`src/rtl/program_loader_if.sv`:
```
// Byte-stream and instruction-memory write bus of the program loader.
//
// Parameters:
//   N           instruction word / address width
//
// Signals:
//   byte_in     stream byte
//   byte_valid  byte_in carries a byte
//   byte_ready  loader can take a byte this cycle
//   mem_we      one-cycle instruction memory write strobe
//   mem_address byte address of the word being written
//   mem_wdata   word being written
//
// Handshake: a byte moves on a rising clk edge where byte_valid and
// byte_ready are both 1. The source keeps byte_in stable and byte_valid high
// until that edge; byte_ready never depends on byte_valid.
//
// Modports:
//   master  stream source / memory side (drives byte_in, byte_valid)
//   slave   the loader (drives byte_ready and the memory write bus)
interface program_loader_if #(
    parameter int N = 32
);
    logic [7:0]   byte_in;
    logic         byte_valid;
    logic         byte_ready;
    logic         mem_we;
    logic [N-1:0] mem_address;
    logic [N-1:0] mem_wdata;

    modport master (
        output byte_in,
        output byte_valid,
        input  byte_ready,
        input  mem_we,
        input  mem_address,
        input  mem_wdata
    );

    modport slave (
        input  byte_in,
        input  byte_valid,
        output byte_ready,
        output mem_we,
        output mem_address,
        output mem_wdata
    );
endinterface

```
`src/rtl/program_loader.sv`:
```
// Boot-time program loader for the single-cycle processor.
//
// Receives a byte stream (2-byte big-endian word count C, then 4*C bytes,
// each word MSB first), writes the assembled words to consecutive word
// addresses of instruction memory and keeps the processor in reset (cpu_rst=0)
// until the image is complete.
//
// Optional feature: define LOADER_CHECKSUM_EN to append one checksum byte to
// the stream. It must equal the XOR of all header and data bytes, otherwise
// the load ends in ERROR.
//
// Parameters:
//   N       instruction word / address width
//   DEPTH   instruction memory capacity in words (C must not exceed it)
//
// Ports:
//   clk        system clock, rising edge
//   rst        asynchronous active-low reset
//   start      one-cycle load request, honoured in IDLE, DONE or ERROR only
//   bus        stream handshake and memory write bus (slave side)
//   cpu_rst    active-low processor reset, 1 only after a successful load
//   busy       load in progress
//   done       image loaded successfully (level)
//   error      load aborted (level)
//   dbg_state  current FSM state encoding
module program_loader #(
    parameter int N     = 32,
    parameter int DEPTH = 64
) (
    input  logic              clk,
    input  logic              rst,
    input  logic              start,
    program_loader_if.slave   bus,
    output logic              cpu_rst,
    output logic              busy,
    output logic              done,
    output logic              error,
    output logic [2:0]        dbg_state
);

    localparam int IDX_W = (DEPTH > 1) ? $clog2(DEPTH) : 1;

    typedef enum logic [2:0] {
        S_IDLE   = 3'd0,
        S_HDR_HI = 3'd1,
        S_HDR_LO = 3'd2,
        S_DATA   = 3'd3,
        S_WRITE  = 3'd4,
`ifdef LOADER_CHECKSUM_EN
        S_CHK    = 3'd5,
`endif
        S_DONE   = 3'd6,
        S_ERROR  = 3'd7
    } state_t;

    state_t             state_q, state_d;
    state_t             after_image;
    logic [15:0]        count_q, count_d;
    logic [15:0]        hdr_c;
    logic [IDX_W-1:0]   idx_q, idx_d;
    logic [1:0]         byte_cnt_q, byte_cnt_d;
    logic [N-1:0]       word_q, word_d;
    logic [N-1:0]       shifted;
    logic [N-1:0]       addr_q, addr_d;
    logic [N-1:0]       wdata_q, wdata_d;
    logic               xfer;
    logic               last_word;
`ifdef LOADER_CHECKSUM_EN
    logic [7:0]         chk_q, chk_d;
`endif

    // Outputs are pure decodes of the state, so reset values fall out of IDLE.
    assign bus.byte_ready  = (state_q == S_HDR_HI) || (state_q == S_HDR_LO) ||
`ifdef LOADER_CHECKSUM_EN
                             (state_q == S_CHK) ||
`endif
                             (state_q == S_DATA);
    assign bus.mem_we      = (state_q == S_WRITE);
    assign bus.mem_address = addr_q;
    assign bus.mem_wdata   = wdata_q;
    assign cpu_rst         = (state_q == S_DONE);
    assign done            = (state_q == S_DONE);
    assign error           = (state_q == S_ERROR);
    assign busy            = bus.byte_ready || (state_q == S_WRITE);
    assign dbg_state       = state_q;

    always_comb begin
        state_d     = state_q;
        count_d     = count_q;
        idx_d       = idx_q;
        byte_cnt_d  = byte_cnt_q;
        word_d      = word_q;
        addr_d      = addr_q;
        wdata_d     = wdata_q;
`ifdef LOADER_CHECKSUM_EN
        chk_d       = chk_q;
        after_image = S_CHK;
`else
        after_image = S_DONE;
`endif
        xfer        = bus.byte_valid && bus.byte_ready;
        hdr_c       = {count_q[15:8], bus.byte_in};
        shifted     = {word_q[N-9:0], bus.byte_in};
        last_word   = ((16'(idx_q) + 16'd1) == count_q);

        unique case (state_q)
            S_IDLE, S_DONE, S_ERROR: begin
                if (start) begin
                    state_d    = S_HDR_HI;
                    count_d    = '0;
                    idx_d      = '0;
                    byte_cnt_d = '0;
`ifdef LOADER_CHECKSUM_EN
                    chk_d      = '0;
`endif
                end
            end
            S_HDR_HI: begin
                if (xfer) begin
                    count_d = {bus.byte_in, count_q[7:0]};
                    state_d = S_HDR_LO;
`ifdef LOADER_CHECKSUM_EN
                    chk_d   = chk_q ^ bus.byte_in;
`endif
                end
            end
            S_HDR_LO: begin
                if (xfer) begin
                    count_d = hdr_c;
`ifdef LOADER_CHECKSUM_EN
                    chk_d   = chk_q ^ bus.byte_in;
`endif
                    if (hdr_c > 16'(DEPTH)) begin
                        state_d = S_ERROR;
                    end else if (hdr_c == 16'd0) begin
                        state_d = after_image;
                    end else begin
                        state_d = S_DATA;
                    end
                end
            end
            S_DATA: begin
                if (xfer) begin
                    word_d     = shifted;
                    byte_cnt_d = byte_cnt_q + 2'd1;
`ifdef LOADER_CHECKSUM_EN
                    chk_d      = chk_q ^ bus.byte_in;
`endif
                    // Latch the write bus here so it is valid for the whole
                    // WRITE cycle and then holds until the next word.
                    if (byte_cnt_q == 2'd3) begin
                        state_d = S_WRITE;
                        wdata_d = shifted;
                        addr_d  = N'(idx_q) << 2;
                    end
                end
            end
            S_WRITE: begin
                if (last_word) begin
                    state_d = after_image;
                end else begin
                    // Only advance when another word follows, so the index
                    // stays within 0..DEPTH-1.
                    idx_d   = idx_q + IDX_W'(1);
                    state_d = S_DATA;
                end
            end
`ifdef LOADER_CHECKSUM_EN
            S_CHK: begin
                if (xfer) begin
                    state_d = (bus.byte_in == chk_q) ? S_DONE : S_ERROR;
                end
            end
`endif
            default: state_d = S_IDLE;
        endcase
    end

    always_ff @(posedge clk or negedge rst) begin
        if (!rst) begin
            state_q    <= S_IDLE;
            count_q    <= '0;
            idx_q      <= '0;
            byte_cnt_q <= '0;
            word_q     <= '0;
            addr_q     <= '0;
            wdata_q    <= '0;
`ifdef LOADER_CHECKSUM_EN
            chk_q      <= '0;
`endif
        end else begin
            state_q    <= state_d;
            count_q    <= count_d;
            idx_q      <= idx_d;
            byte_cnt_q <= byte_cnt_d;
            word_q     <= word_d;
            addr_q     <= addr_d;
            wdata_q    <= wdata_d;
`ifdef LOADER_CHECKSUM_EN
            chk_q      <= chk_d;
`endif
        end
    end

endmodule

```
`src/flat_wrapper.sv`:
```
// flat-port wrapper written by rule: the top's interface ports become plain ports
module program_loader_flat 
#(
    parameter int N     = 32,
    parameter int DEPTH = 64
)
  (clk, rst, start, cpu_rst, busy, done, error, dbg_state, bus_byte_in, bus_byte_valid, bus_byte_ready, bus_mem_we, bus_mem_address, bus_mem_wdata);
  program_loader_if #(.N(N)) bus_i ();
  input  logic clk;
  input  logic rst;
  input  logic start;
  output logic cpu_rst;
  output logic busy;
  output logic done;
  output logic error;
  output logic [2:0] dbg_state;
  input wire logic [$bits(bus_i.byte_in)-1:0] bus_byte_in;
  input wire logic [$bits(bus_i.byte_valid)-1:0] bus_byte_valid;
  output wire logic [$bits(bus_i.byte_ready)-1:0] bus_byte_ready;
  output wire logic [$bits(bus_i.mem_we)-1:0] bus_mem_we;
  output wire logic [$bits(bus_i.mem_address)-1:0] bus_mem_address;
  output wire logic [$bits(bus_i.mem_wdata)-1:0] bus_mem_wdata;
  assign bus_i.byte_in = bus_byte_in;
  assign bus_i.byte_valid = bus_byte_valid;
  assign bus_byte_ready = bus_i.byte_ready;
  assign bus_mem_we = bus_i.mem_we;
  assign bus_mem_address = bus_i.mem_address;
  assign bus_mem_wdata = bus_i.mem_wdata;
  program_loader #(.N(N), .DEPTH(DEPTH)) u_core (.clk(clk), .rst(rst), .start(start), .bus(bus_i), .cpu_rst(cpu_rst), .busy(busy), .done(done), .error(error), .dbg_state(dbg_state));
endmodule
```
`config.mk`:
```
export PLATFORM = sky130hd
export DESIGN_NAME = program_loader_flat
export DESIGN_NICKNAME = d
export VERILOG_FILES = /design/src/rtl/program_loader_if.sv /design/src/rtl/program_loader.sv /design/src/flat_wrapper.sv
export SDC_FILE = /design/constraint.sdc
export NUM_CORES = 1
export LEC_CHECK = 0
export ABC_CLOCK_PERIOD_IN_PS = 4200
export CORE_AREA = 5 5 94 96
export DETAILED_ROUTE_END_ITERATION = 12
export DIE_AREA = 0 0 99 101
export PLACE_DENSITY = 0.94
export SYNTH_ARGS = -nofsm -noshare
export SYNTH_HDL_FRONTEND = slang
export SYNTH_SLANG_ARGS = --single-unit
```
`constraint.sdc`:
```
create_clock -name clk -period 4.2 [get_ports clk]
set_input_delay 0.84 -clock clk [delete_from_list [all_inputs] [get_ports clk]]
set_output_delay 0.84 -clock clk [all_outputs]
set_load 0.01 [all_outputs]
```
# Word-level counts from Yosys, hierarchy flattened
# Index checks and enable logic that the tools add are counted.
[totals]
register_bits = 89
inputBits = 12
out_inout_bits = 73
elab_cells = 65
[op_classes]
addsub = 3
magnitude_cmp = 1
n_eq_ne = 14
muxes = 19
n_bitwise = 2
n_reduce_logical = 18
[ops]
columns = ["operator", "n"]
rows = [
  ["$pmux 16 s3", 1],
  ["$mux 16", 2],
  ["$mux 3", 8],
  ["$eq 16x16->1", 1],
  ["$gt 16x7->1 const B", 1],
  ["$logic_not 16->1", 1],
  ["$pmux 3 s5", 1],
  ["$mux 6", 2],
  ["$pmux 6 s2", 1],
  ["$eq 3x3->1 const B", 3],
  ["$reduce_and 3->1", 3],
  ["$mux 8", 1],
  ["$reduce_and 4->1", 2],
  ["$reduce_bool 2->1", 4],
  ["$add 6x1->7 const B", 1],
  ["$add 6x1->6 const B", 1],
  ["$eq 3x2->1 const B", 2],
  ["$ne 2x1->1 const B", 3],
  ["$ne 2x2->1 const B", 3],
  ["$reduce_and 5->1", 1],
  ["$mux 2", 2],
  ["$pmux 2 s2", 1],
  ["$eq 3x1->1 const B", 1],
  ["$logic_not 3->1", 1],
  ["other kinds (7)", 10],
]

# Logic depth before layout (Yosys ltp)
[depth]
depth_word = 6
mapped_depth = 9

# Worst setup path before layout
# Ideal clock, no wire load.
[synth_path]
kind = "input-to-reg"
from = "input bus_byte_valid"
to = "register u_core.wdata_q[24] (netlist: u_core.bus.mem_wdata[24])"
setup_time_ns = 0.128
arrival_ns = 2.160
t_required_ns = 4.072
slack_ns = 1.912
path_stages = 7
n_path_buf = 3
cell_sequence = "clkbuf_1 nand4_2 inv_2 nand2_1 buf_2 buf_4 mux2_1"
[synth_via]
elab_chain_len = 2
[synth_lines]
columns = ["element", "line", "text"]
rows = [
  ["start: declaration", "flat_wrapper.sv:18", "input wire logic [$bits(bus_i.byte_valid)-1:0] bus_byte_valid;"],
  ["$logic_and 1x1->1", "program_loader.sv:101", "xfer = bus.byte_valid && bus.byte_ready;"],
  ["$reduce_and 3->1 (no source line)", "--", ""],
  ["end signal: assignment", "program_loader.sv:198", "wdata_q <= wdata_d;"],
  ["end: declaration", "program_loader.sv:65", "logic [N-1:0] wdata_q, wdata_d;"],
]
# No other way between the ends.
# A chain may end at the register's enable or synchronous reset.

# Final worst setup path
[layout_path]
from = "register u_core.state_q[0] (netlist: u_core.dbg_state[0])"
to = "output bus_mem_we"
[layout_via]
elab_chain_len = 1
[layout_lines]
columns = ["element", "line", "text"]
rows = [
  ["start: declaration", "program_loader.sv:56", "state_t state_q, state_d;"],
  ["start signal: assignment", "program_loader.sv:192", "state_q <= state_d;"],
  ["$eq 3x3->1", "program_loader.sv:78", "assign bus.mem_we = (state_q == S_WRITE);"],
  ["end: declaration", "flat_wrapper.sv:20", "output wire logic [$bits(bus_i.mem_we)-1:0] bus_mem_we;"],
]
# No other way between the ends.

==> results.ini <==
[status]
status=complete, no violations

[timing]
rsz0062_at_grt=false
finClkSkew_ns=0.0156
post-route-min-period_ns=3.18
hold_viol=0
hold_ws_ns=0.483
worst_pin_slew_ns=1.07
fmax_ghz=0.314
fin_tns_setup_ns=0
slew_violations=0
setup-violations-final=0
fin_crit_sh_pct=75.8
relSlewSlack_pct=28.6

[synth]
synth_seq_cells=89
synth_cells=398
synth_top_area_cell=dfrtp_1
yosys_warnings=0
synth_edf_count=0
async_flop_share_pct=100
synth_top_flop_cell=dfrtp_1
synth_seq_area_share_pct=53.5
syn_area_per_cell_um2=10.5
synth_top_area_share_pct=53.5
synthesis.area_um2=4170
yosysMostFrequentCell=nand2_1
synth_common_cells=100 x nand2_1, 89 x dfrtp_1, 36 x mux2_2
ys_top_cells_by_area=dfrtp_1 53%, mux2_2 9.7%, nand2_1 9.0%
yosysUniqueCellTypes=50

[power_and_ir_drop]
p_leak_nw=2.42
vdd_drop_max_uv=327
power_w=0.00329
powerDensity_nw_per_um2=672

[detailed_routing]
drc=0
firstDrtPassIters=4
vias=2951
viasPerCell=5.27
ant_nets=0
wirelength_mm=8.60
wl_per_cell_um=15.4
drtIter0Drc=162

[placement]
io_buffers=58
gp_congestion=0.792
placed_area_um2=4720
dpl.hpwl_mm=6.01

[die]
rows=33
io_pins=85
start_util_pct=52.3
die_w_um=99
coreArea_um2=7970
die_area_um2=10000
die-height_um=101

[finish]
seq_area_um2=2230
fin_nets=464
multi_input_area_um2=1700
diodes=0
layout-drive-gt1-share_pct=15.4
finish.utilization_pct=61.4
n_fill_cell=599
fin_area_um2=4890
syn2layout_area_growth_pct=17.4

[clocking]
post_cts_resized=0
hold_buffers=0
cts_sinks=89
clk_pin_slew_ns=0.09
cts_buffers=9
clk_latency_ns=0.35
cts_setup_buffers=0
cts.htree.levels=3
clock_path_buffers=2
tritoncts=yes
root_buffer=clkbuf_8

[grt]
antenna_found_initial=0
grt.overflow.total=0
grt_pass1_vias=3023
grt_max_degree=90
grtUsageTotal_pct=17.9
grt_first_pass_wirelength_mm=14.4

[critical_path]
path_class=flop to output pin
arrival_ns=2.34
worstPathMaxFanout=15
startpoint_type=flop
cp_data_required_time_ns=3.36
cp-end-kind=output pin

[job]
drv_cap=0

[hold_path]
hold_class=flop to flop

==> sequential cells by signal (all words and copies together) (netlist names) <==
name                    cells
u_core.dbg_state            3
u_core.bus.mem_address      6
u_core.word_q              24
u_core.bus.mem_wdata       32
u_core.byte_cnt_q           2
u_core.count_q             16
u_core.idx_q                6
==> worst max-delay path, stage by stage (launching register included) <==
cell	delay [ns]
dfrtp_1	0.57
nor2_1	0.33
nand2_1	0.23
inv_1	0.28
clkdlybuf4s50_1	0.59
==> kinds of logic (layout without fill, tap and decap cells) <==
kind of cell / count (synthesis) / in the layout / synth area share [%]
xor+xnor: 9 / 9 / 2.34
flops: 89 / 89 / 53.5
simple gates: 160 / 160 / 17.4
buf+inv: 58 / 90 / 8.02
other cells: 1 / 26 / 0.0900
fa+ha+maj: 2 / 2 / 0.601
mux: 41 / 41 / 11.0
compound gates: 38 / 38 / 7.15
==> power breakdown <==
part           total, W  internal, W  switching [W]
Sequential      0.00143      0.00117       0.000263
Combinational   0.00133     0.000657       0.000672
Clock          0.000525     0.000219       0.000306
==> layout make-up <==
class / count / area share [%]
inverter: 14 / 1.07
clock inverter: 7 / 1.05
tap: 105 / 2.69
sequential: 89 / 45.5
multi-input combinational: 276 / 34.7
clock buffer: 9 / 2.53
timing repair buffer: 60 / 12.4
==> final timing paths <==
path                       slack [ns]  cells after the start                  endpoint           startpoint
setup / recovery                 1.02                      4                bus_mem_we  u_core.dbg_state[0]
hold / removal                   0.48                      2        u_core.count_q[13]   u_core.count_q[13]
setup reg to reg                 1.51                      7  u_core.bus.mem_wdata[12]  u_core.dbg_state[2]
hold reg to reg                  0.48                      2        u_core.count_q[13]   u_core.count_q[13]
max in group asynchronous        2.84                      1         u_core.count_q[8]                  rst
min in group asynchronous        0.68                      1  u_core.bus.mem_wdata[16]                  rst
==> metrics by stage <==
stage,setup WS [ns],cells
2_1_floorplan,1.91,423
3_3_place_gp,0.939,544
3_5_place_dp,0.816,544
4_1_cts,1.03,560
5_1_grt,0.872,560
6_report,1.02,560
==> cell usage in the layout (no fill, tap or decap), types with 3 or more instances in the layout <==
master	Yosys	final
xor2_1	3	3
inv_1	12	12
dfrtp_1	89	89
nor2_1	9	9
nand3_1	24	24
nand2_1	100	100
inv_6	0	3
mux2i_1	3	3
o21ai_0	14	14
a21oi_1	3	3
conb_1	1	26
nor3_1	9	9
clkdlybuf4s50_1	0	57
clkbuf_8	0	9
xnor2_1	5	5
mux2_2	36	36
==> per-layer routing <==
layer | GRT usage, % | wire [µm]
met1 | 23.0 | 3540
met3 | 3.81 | 542
met2 | 29.9 | 4350
met5 | 0 | 0
met4 | 6.51 | 170
Note: power is estimated with default switching activity, not from simulation.
